==> src/rtl/mem_pkg.sv <==
// rtl/mem_pkg.sv - shared size encodings, FSM states and alignment helper
// Used by mem_access_unit and load_align.
package mem_pkg;

  localparam logic [1:0] SZ_WORD  = 2'b00;
  localparam logic [1:0] SZ_HALF  = 2'b01;
  localparam logic [1:0] SZ_BYTE  = 2'b10;
  localparam logic [1:0] SZ_DWORD = 2'b11;

  typedef enum logic [2:0] {
    IDLE  = 3'd0,
    BEAT0 = 3'd1,
    WAIT0 = 3'd2,
    BEAT1 = 3'd3,
    WAIT1 = 3'd4,
    RESP  = 3'd5
  } state_e;

  function automatic logic misaligned(input logic [1:0] sz, input logic [2:0] a);
    logic bad;
    case (sz)
      SZ_HALF:  bad = a[0];
      SZ_WORD:  bad = (a[1:0] != 2'b00);
      SZ_DWORD: bad = (a != 3'b000);
      default:  bad = 1'b0;
    endcase
    return bad;
  endfunction

endpackage

==> src/rtl/load_align.sv <==
// rtl/load_align.sv - load lane extraction and sign/zero extension
// raw holds {beat1, beat0}; only dword loads use the upper half.
module load_align
  import mem_pkg::*;
#(
  parameter int XLEN = 64
) (
  input  logic [63:0]     raw,
  input  logic [2:0]      size_type,
  input  logic [1:0]      offset,
  output logic [XLEN-1:0] data
);

  logic [7:0]  byte_lane;
  logic [15:0] half_lane;
  logic        sgn;

  always_comb begin
    sgn       = size_type[2];
    byte_lane = raw[{offset, 3'b000} +: 8];
    half_lane = offset[1] ? raw[31:16] : raw[15:0];
    data      = '0;
    case (size_type[1:0])
      SZ_BYTE: begin
        data       = {XLEN{sgn & byte_lane[7]}};
        data[7:0]  = byte_lane;
      end
      SZ_HALF: begin
        data       = {XLEN{sgn & half_lane[15]}};
        data[15:0] = half_lane;
      end
      SZ_WORD: begin
        data       = {XLEN{sgn & raw[31]}};
        data[31:0] = raw[31:0];
      end
      default: data = XLEN'(raw);
    endcase
  end

endmodule

==> src/rtl/mem_access_unit.sv <==
// rtl/mem_access_unit.sv - core load/store sequencer onto a 32-bit beat bus
// Define MEM_DWORD_EN for two-beat dword accesses; otherwise dword requests are rejected as misaligned.
module mem_access_unit
  import mem_pkg::*;
#(
  parameter int XLEN  = 64,
  parameter int BUS_W = 32
) (
  input  logic             clk,
  input  logic             rst_n,
  input  logic             req_valid,
  output logic             req_ready,
  input  logic             Mem_rw,
  input  logic [2:0]       size_type,
  input  logic [31:0]      addr,
  input  logic [XLEN-1:0]  wdata,
  output logic             rsp_valid,
  output logic [XLEN-1:0]  rdata,
  output logic             misalign_err,
  output logic             bus_req,
  output logic             bus_we,
  output logic [31:0]      bus_addr,
  output logic [3:0]       bus_be,
  output logic [BUS_W-1:0] bus_wdata,
  input  logic             bus_gnt,
  input  logic             bus_rvalid,
  input  logic [BUS_W-1:0] bus_rdata
);

  state_e          state_q, state_d;
  logic            rw_q, rw_d;
  logic [2:0]      size_q, size_d;
  logic [31:0]     addr_q, addr_d;
  logic [XLEN-1:0] wdata_q, wdata_d;
  logic            err_q, err_d;
  logic [XLEN-1:0] rdata_q, rdata_d;

  logic            req_bad;
  logic            in_beat;
  logic [31:0]     lane;
  logic [63:0]     ld_raw;
  logic [XLEN-1:0] ld_data;

`ifdef MEM_DWORD_EN
  logic [31:0]     lo_q, lo_d;
  logic            dword_q;
  assign dword_q = (size_q[1:0] == SZ_DWORD);
`else
  logic            unused_wdata_hi;
  assign unused_wdata_hi = ^wdata_q[XLEN-1:32];
`endif

  always_comb begin
    req_bad = misaligned(size_type[1:0], addr[2:0]);
`ifndef MEM_DWORD_EN
    if (size_type[1:0] == SZ_DWORD) req_bad = 1'b1;
`endif
  end

  always_comb begin
    ld_raw = {32'h0, bus_rdata[31:0]};
`ifdef MEM_DWORD_EN
    if (state_q == WAIT1) ld_raw = {bus_rdata[31:0], lo_q};
`endif
  end

  load_align #(.XLEN(XLEN)) u_load_align (
    .raw       (ld_raw),
    .size_type (size_q),
    .offset    (addr_q[1:0]),
    .data      (ld_data)
  );

  always_comb begin
    state_d = state_q;
    rw_d    = rw_q;
    size_d  = size_q;
    addr_d  = addr_q;
    wdata_d = wdata_q;
    err_d   = err_q;
    rdata_d = rdata_q;
`ifdef MEM_DWORD_EN
    lo_d    = lo_q;
`endif
    case (state_q)
      IDLE: begin
        if (req_valid) begin
          rw_d    = Mem_rw;
          size_d  = size_type;
          addr_d  = addr;
          wdata_d = wdata;
          err_d   = req_bad;
          if (req_bad) begin
            state_d = RESP;
            rdata_d = '0;
          end else begin
            state_d = BEAT0;
          end
        end
      end
      BEAT0: begin
        if (bus_gnt) begin
          if (!rw_q) begin
            state_d = WAIT0;
          end else begin
            state_d = RESP;
            rdata_d = '0;
          end
`ifdef MEM_DWORD_EN
          if (rw_q && dword_q) begin
            state_d = BEAT1;
            rdata_d = rdata_q;
          end
`endif
        end
      end
      // Same-cycle rvalid in BEAT0 is not looked at; data is only taken here.
      WAIT0: begin
        if (bus_rvalid) begin
`ifdef MEM_DWORD_EN
          lo_d = bus_rdata[31:0];
          if (dword_q) begin
            state_d = BEAT1;
          end else begin
            state_d = RESP;
            rdata_d = ld_data;
          end
`else
          state_d = RESP;
          rdata_d = ld_data;
`endif
        end
      end
`ifdef MEM_DWORD_EN
      BEAT1: begin
        if (bus_gnt) begin
          if (rw_q) begin
            state_d = RESP;
            rdata_d = '0;
          end else begin
            state_d = WAIT1;
          end
        end
      end
      WAIT1: begin
        if (bus_rvalid) begin
          state_d = RESP;
          rdata_d = ld_data;
        end
      end
`endif
      RESP:    state_d = IDLE;
      default: state_d = IDLE;
    endcase
  end

  always_comb begin
`ifdef MEM_DWORD_EN
    in_beat = (state_q == BEAT0) || (state_q == BEAT1);
`else
    in_beat = (state_q == BEAT0);
`endif
    case (size_q[1:0])
      SZ_BYTE: lane = {4{wdata_q[7:0]}};
      SZ_HALF: lane = {2{wdata_q[15:0]}};
      default: lane = wdata_q[31:0];
    endcase
`ifdef MEM_DWORD_EN
    if (state_q == BEAT1) lane = wdata_q[63:32];
`endif
    bus_req   = 1'b0;
    bus_we    = 1'b0;
    bus_addr  = '0;
    bus_be    = 4'h0;
    bus_wdata = '0;
    if (in_beat) begin
      bus_req   = 1'b1;
      bus_we    = rw_q;
      bus_addr  = {addr_q[31:2], 2'b00};
`ifdef MEM_DWORD_EN
      if (state_q == BEAT1) bus_addr = {addr_q[31:2], 2'b00} + 32'd4;
`endif
      case (size_q[1:0])
        SZ_BYTE: bus_be = 4'b0001 << addr_q[1:0];
        SZ_HALF: bus_be = 4'b0011 << addr_q[1:0];
        default: bus_be = 4'hF;
      endcase
      bus_wdata = BUS_W'(lane);
    end
  end

  assign req_ready    = (state_q == IDLE);
  assign rsp_valid    = (state_q == RESP);
  assign misalign_err = (state_q == RESP) && err_q;
  assign rdata        = rdata_q;

  always_ff @(posedge clk or negedge rst_n) begin
    if (!rst_n) begin
      state_q <= IDLE;
      rw_q    <= 1'b0;
      size_q  <= 3'b000;
      addr_q  <= '0;
      wdata_q <= '0;
      err_q   <= 1'b0;
      rdata_q <= '0;
`ifdef MEM_DWORD_EN
      lo_q    <= '0;
`endif
    end else begin
      state_q <= state_d;
      rw_q    <= rw_d;
      size_q  <= size_d;
      addr_q  <= addr_d;
      wdata_q <= wdata_d;
      err_q   <= err_d;
      rdata_q <= rdata_d;
`ifdef MEM_DWORD_EN
      lo_q    <= lo_d;
`endif
    end
  end

endmodule

==> config.mk <==
export PLATFORM = sky130hd
export DESIGN_NAME = mem_access_unit
export DESIGN_NICKNAME = d
export VERILOG_FILES = /design/src/rtl/mem_pkg.sv /design/src/rtl/load_align.sv /design/src/rtl/mem_access_unit.sv
export SDC_FILE = /design/constraint.sdc
export NUM_CORES = 1
export LEC_CHECK = 0
export ABC_AREA = 0
export CELL_PAD_IN_SITES_DETAIL_PLACEMENT = 0
export CELL_PAD_IN_SITES_GLOBAL_PLACEMENT = 1
export CORE_MARGIN = 4
export CORE_UTILIZATION = 34
export CTS_CLUSTER_DIAMETER = 30
export DETAILED_ROUTE_END_ITERATION = 12
export GPL_TIMING_DRIVEN = 0
export HOLD_SLACK_MARGIN = 0.1
export PLACE_DENSITY_LB_ADDON = 0.1
export RECOVER_POWER = 50
export SLEW_MARGIN = 20
export SYNTH_ARGS = -nofsm -noshare
export SYNTH_HDL_FRONTEND = slang
export SYNTH_HIERARCHICAL = 1
export SYNTH_SLANG_ARGS = --single-unit
export TNS_END_PERCENT = 30
==> constraint.sdc <==
create_clock -name clk -period 2.65 [get_ports clk]
set_input_delay 0.53 -clock clk [delete_from_list [all_inputs] [get_ports clk]]
set_output_delay 0.53 -clock clk [all_outputs]
set_load 0.05 [all_outputs]
==> impl_metrics.ini <==
[status]
status = complete, but fails checks
violations = max-capacitance violations, max-slew violations

[die]
pin_count = 274
core_sq_um = 22100
start_util = 0.350
fp.dieH_um = 159
die_w_um = 159
die_area_sq_um = 25200
num_rows = 54

[sta]
slew_headroom = -0.0480
finalCriticalPeriod_ns = 2.55
fin_hold_ws_ns = 0.476
finalSetupViolCount = 0
finalMaxSlewViolations = 59
final.setup.worst_slack_ns = 0.103
rsz0062_at_grt = yes
max_slew.worst_pin.slew_ns = 1.57
skew_ns = 0.00885
fmax_mhz = 393
min_period_over_period = 0.961
finalHoldViolations = 0

[final_layout]
fillers = 2093
syn2layout_area_growth_pct = 46.9
design_area_sq_um = 11400
post-route-util = 0.514
mostFrequentLayoutCells = clkdlybuf4s50_1 (168), nand2_1 (143), dfrtp_1 (136)
drive_above_1_share = 0.170
fin_nets = 1235
final_common_cell = clkdlybuf4s50_1

[synthesis]
seq_area_frac_synth = 0.440
synthSimpleGateAreaFrac = 0.132
ys_dominant_reg_cell = dfrtp_1
synth_seq_cells = 136
netlist_instances = 799
syn_area_per_cell_sq_um = 9.69
synth_mux_area_frac = 0.188
synth_top_family_by_area = multiplexers
synthAdderAreaFrac = 0.00323
async_reset_ff_frac = 1.00
synth-xor-area-share = 0.00113
syn-cell-area_sq_um = 7740
yosys_warnings = 6
yosysUniqueCellTypes = 46
synth_compound_area_frac = 0.143
synth_edf_count = 0

[place]
placed_cell_area_sq_um = 10700
dp_slack_ns = -1.11
gp_congestion = 0.805
io_buffers = 239
dp_hpwl_um = 18000

[critical_path]
r2r-end = rdata[54]
worstSetupPathType = reg -> out
crit_fanout = 10
reg2reg_from = state_q[1]
crit_path_end_kind = output port
reg2reg_depth = 8
crit_required_ns = 2.12
ff2ff_setup_slack_ns = 0.27
cp-start-kind = register
cp.arrival_ns = 2.02

[grt]
gr-total-overflow = 0
grt_max_degree = 79
track_usage = 0.194
antenna_found_initial = 3
first_global_vias = 7020
grt_pass1_wl_um = 39200

[hold_path]
hp-class = reg -> reg
hold_depth = 1
min_from = addr_q[9]
holdPathEnd = addr_q[9]

[clock_tree]
cts-root-buf = clkbuf_16
cts_tree = built
cts.sinks = 136
cts_buffer_depth = 2
worstSkewPairLatency_ns = 0.42
cts_buffers = 17
h-tree-depth = 4
clk_pin_slew_ns = 0.07

[job]
drv_cap = 1

[route]
routed_wl_um = 24500
via_count = 6748
vias_per_cell = 4.85
remaining_drc_errors = 0
ant_nets = 0
first_pass_iters = 5
wl_per_cell_um = 17.6
drtIter0Drc = 373

[power]
p_leak_nw = 4.75
power_mw = 16.1
irDropWorstVdd_mv = 0.656
power_density_nw_per_um2 = 1420
cell usage after synthesis, types with 8 or more instances:
master    count  area [sq um]
nor2b_1       8          50.1
inv_1        88           330
dfrtp_1     136          3400
a22oi_1      20           150
a221o_1      21           210
and2_1       43           269
o211ai_1     44           330
buf_2        23           115
mux2_1       34           383
o21ai_0      13          65.1
nand2_1     143           537
mux2_2       20           225
mux2i_1      70           701
clkbuf_1     28           105
nor2_1       17          63.8
a21oi_1      22           110
o21ai_1      12          60.1
where the power goes:
part           switching [mW]  internal (mW)
clock                   0.999           1.81
sequential              0.458           2.85
combinational            6.33           3.69
total                    7.78           8.35
critical path, cell delays in order (launching register included):
cell and delay (ns):
dfrtp_1 0.36, buf_4 0.16, and2b_2 0.24, nand2b_4 0.10
inv_2 0.05, clkbuf_2 0.17, and2_1 0.19, clkdlybuf4s15_2 0.33
per-layer routing:
metal,track usage,vias up,part of all wire
li1,-,3290,-
met1,0.257,3254,0.45
met2,0.317,176,0.48
met3,0.0552,24,0.058
met4,0.0477,4,0.013
met5,0,-,0.00094
logic make-up after synthesis:
| family | Yosys count |
|---|---|
| AO/OA/AOI/OAI | 148 |
| XOR/XNOR | 1 |
| adder cells (fa/ha/maj) | 2 |
| buffers and inverters | 157 |
| flip-flops | 136 |
| multiplexers | 130 |
| other | 1 |
| AND/OR/NAND/NOR | 224 |
stage by stage:
stage          setup TNS [ns]  instances
3_3_place_gp          -695.64       1351
6_report                    0       1390
3_5_place_dp           -33.64       1352
2_1_floorplan           -3.13        832
4_1_cts                     0       1386
5_1_grt               -0.0767       1390
flip-flops by register name, indices dropped and copies added (netlist names):
register,flops
rw_q,1
size_q,3
rdata,64
state_q,3
addr_q,32
wdata_q,32
err_q,1
worst max-delay path by stage:
stage | slack, ns | start | cells past startpoint | to
finish | 0.10 | state_q[0] | 7 | bus_addr[20]
global route | -0.03 | size_q[0] | 7 | bus_be[2]
CTS | 0.005 | size_q[0] | 7 | bus_be[2]
detailed placement | -1.11 | size_q[0] | 8 | bus_be[2]
global placement | -4.88 | rst_n | 1 | rdata[17]
floorplan | -0.24 | size_q[0] | 7 | bus_be[1]
final cells by class:
cell class / count / area (sq um) / area share
buffer: 67 / 429 / 0.0378
clock buffer: 19 / 443 / 0.0390
tap: 280 / 350 / 0.0308
multi-input combinational: 539 / 3790 / 0.333
sequential: 136 / 3400 / 0.299
clock inverter: 13 / 240 / 0.0211
timing repair buffer: 247 / 2380 / 0.209
inverter: 88 / 330 / 0.0291
antenna: 1 / 2.50 / 0.000220
repair_timing:
item	4_1_cts	5_1_grt
hold buffers	1	0
hold endpoints to repair	58	0
pin swaps	1	1
setup buffers	3	3
endpoints found under the setup margin	69	57
gates resized for setup	324	25
(Power assumes the default switching activity.)
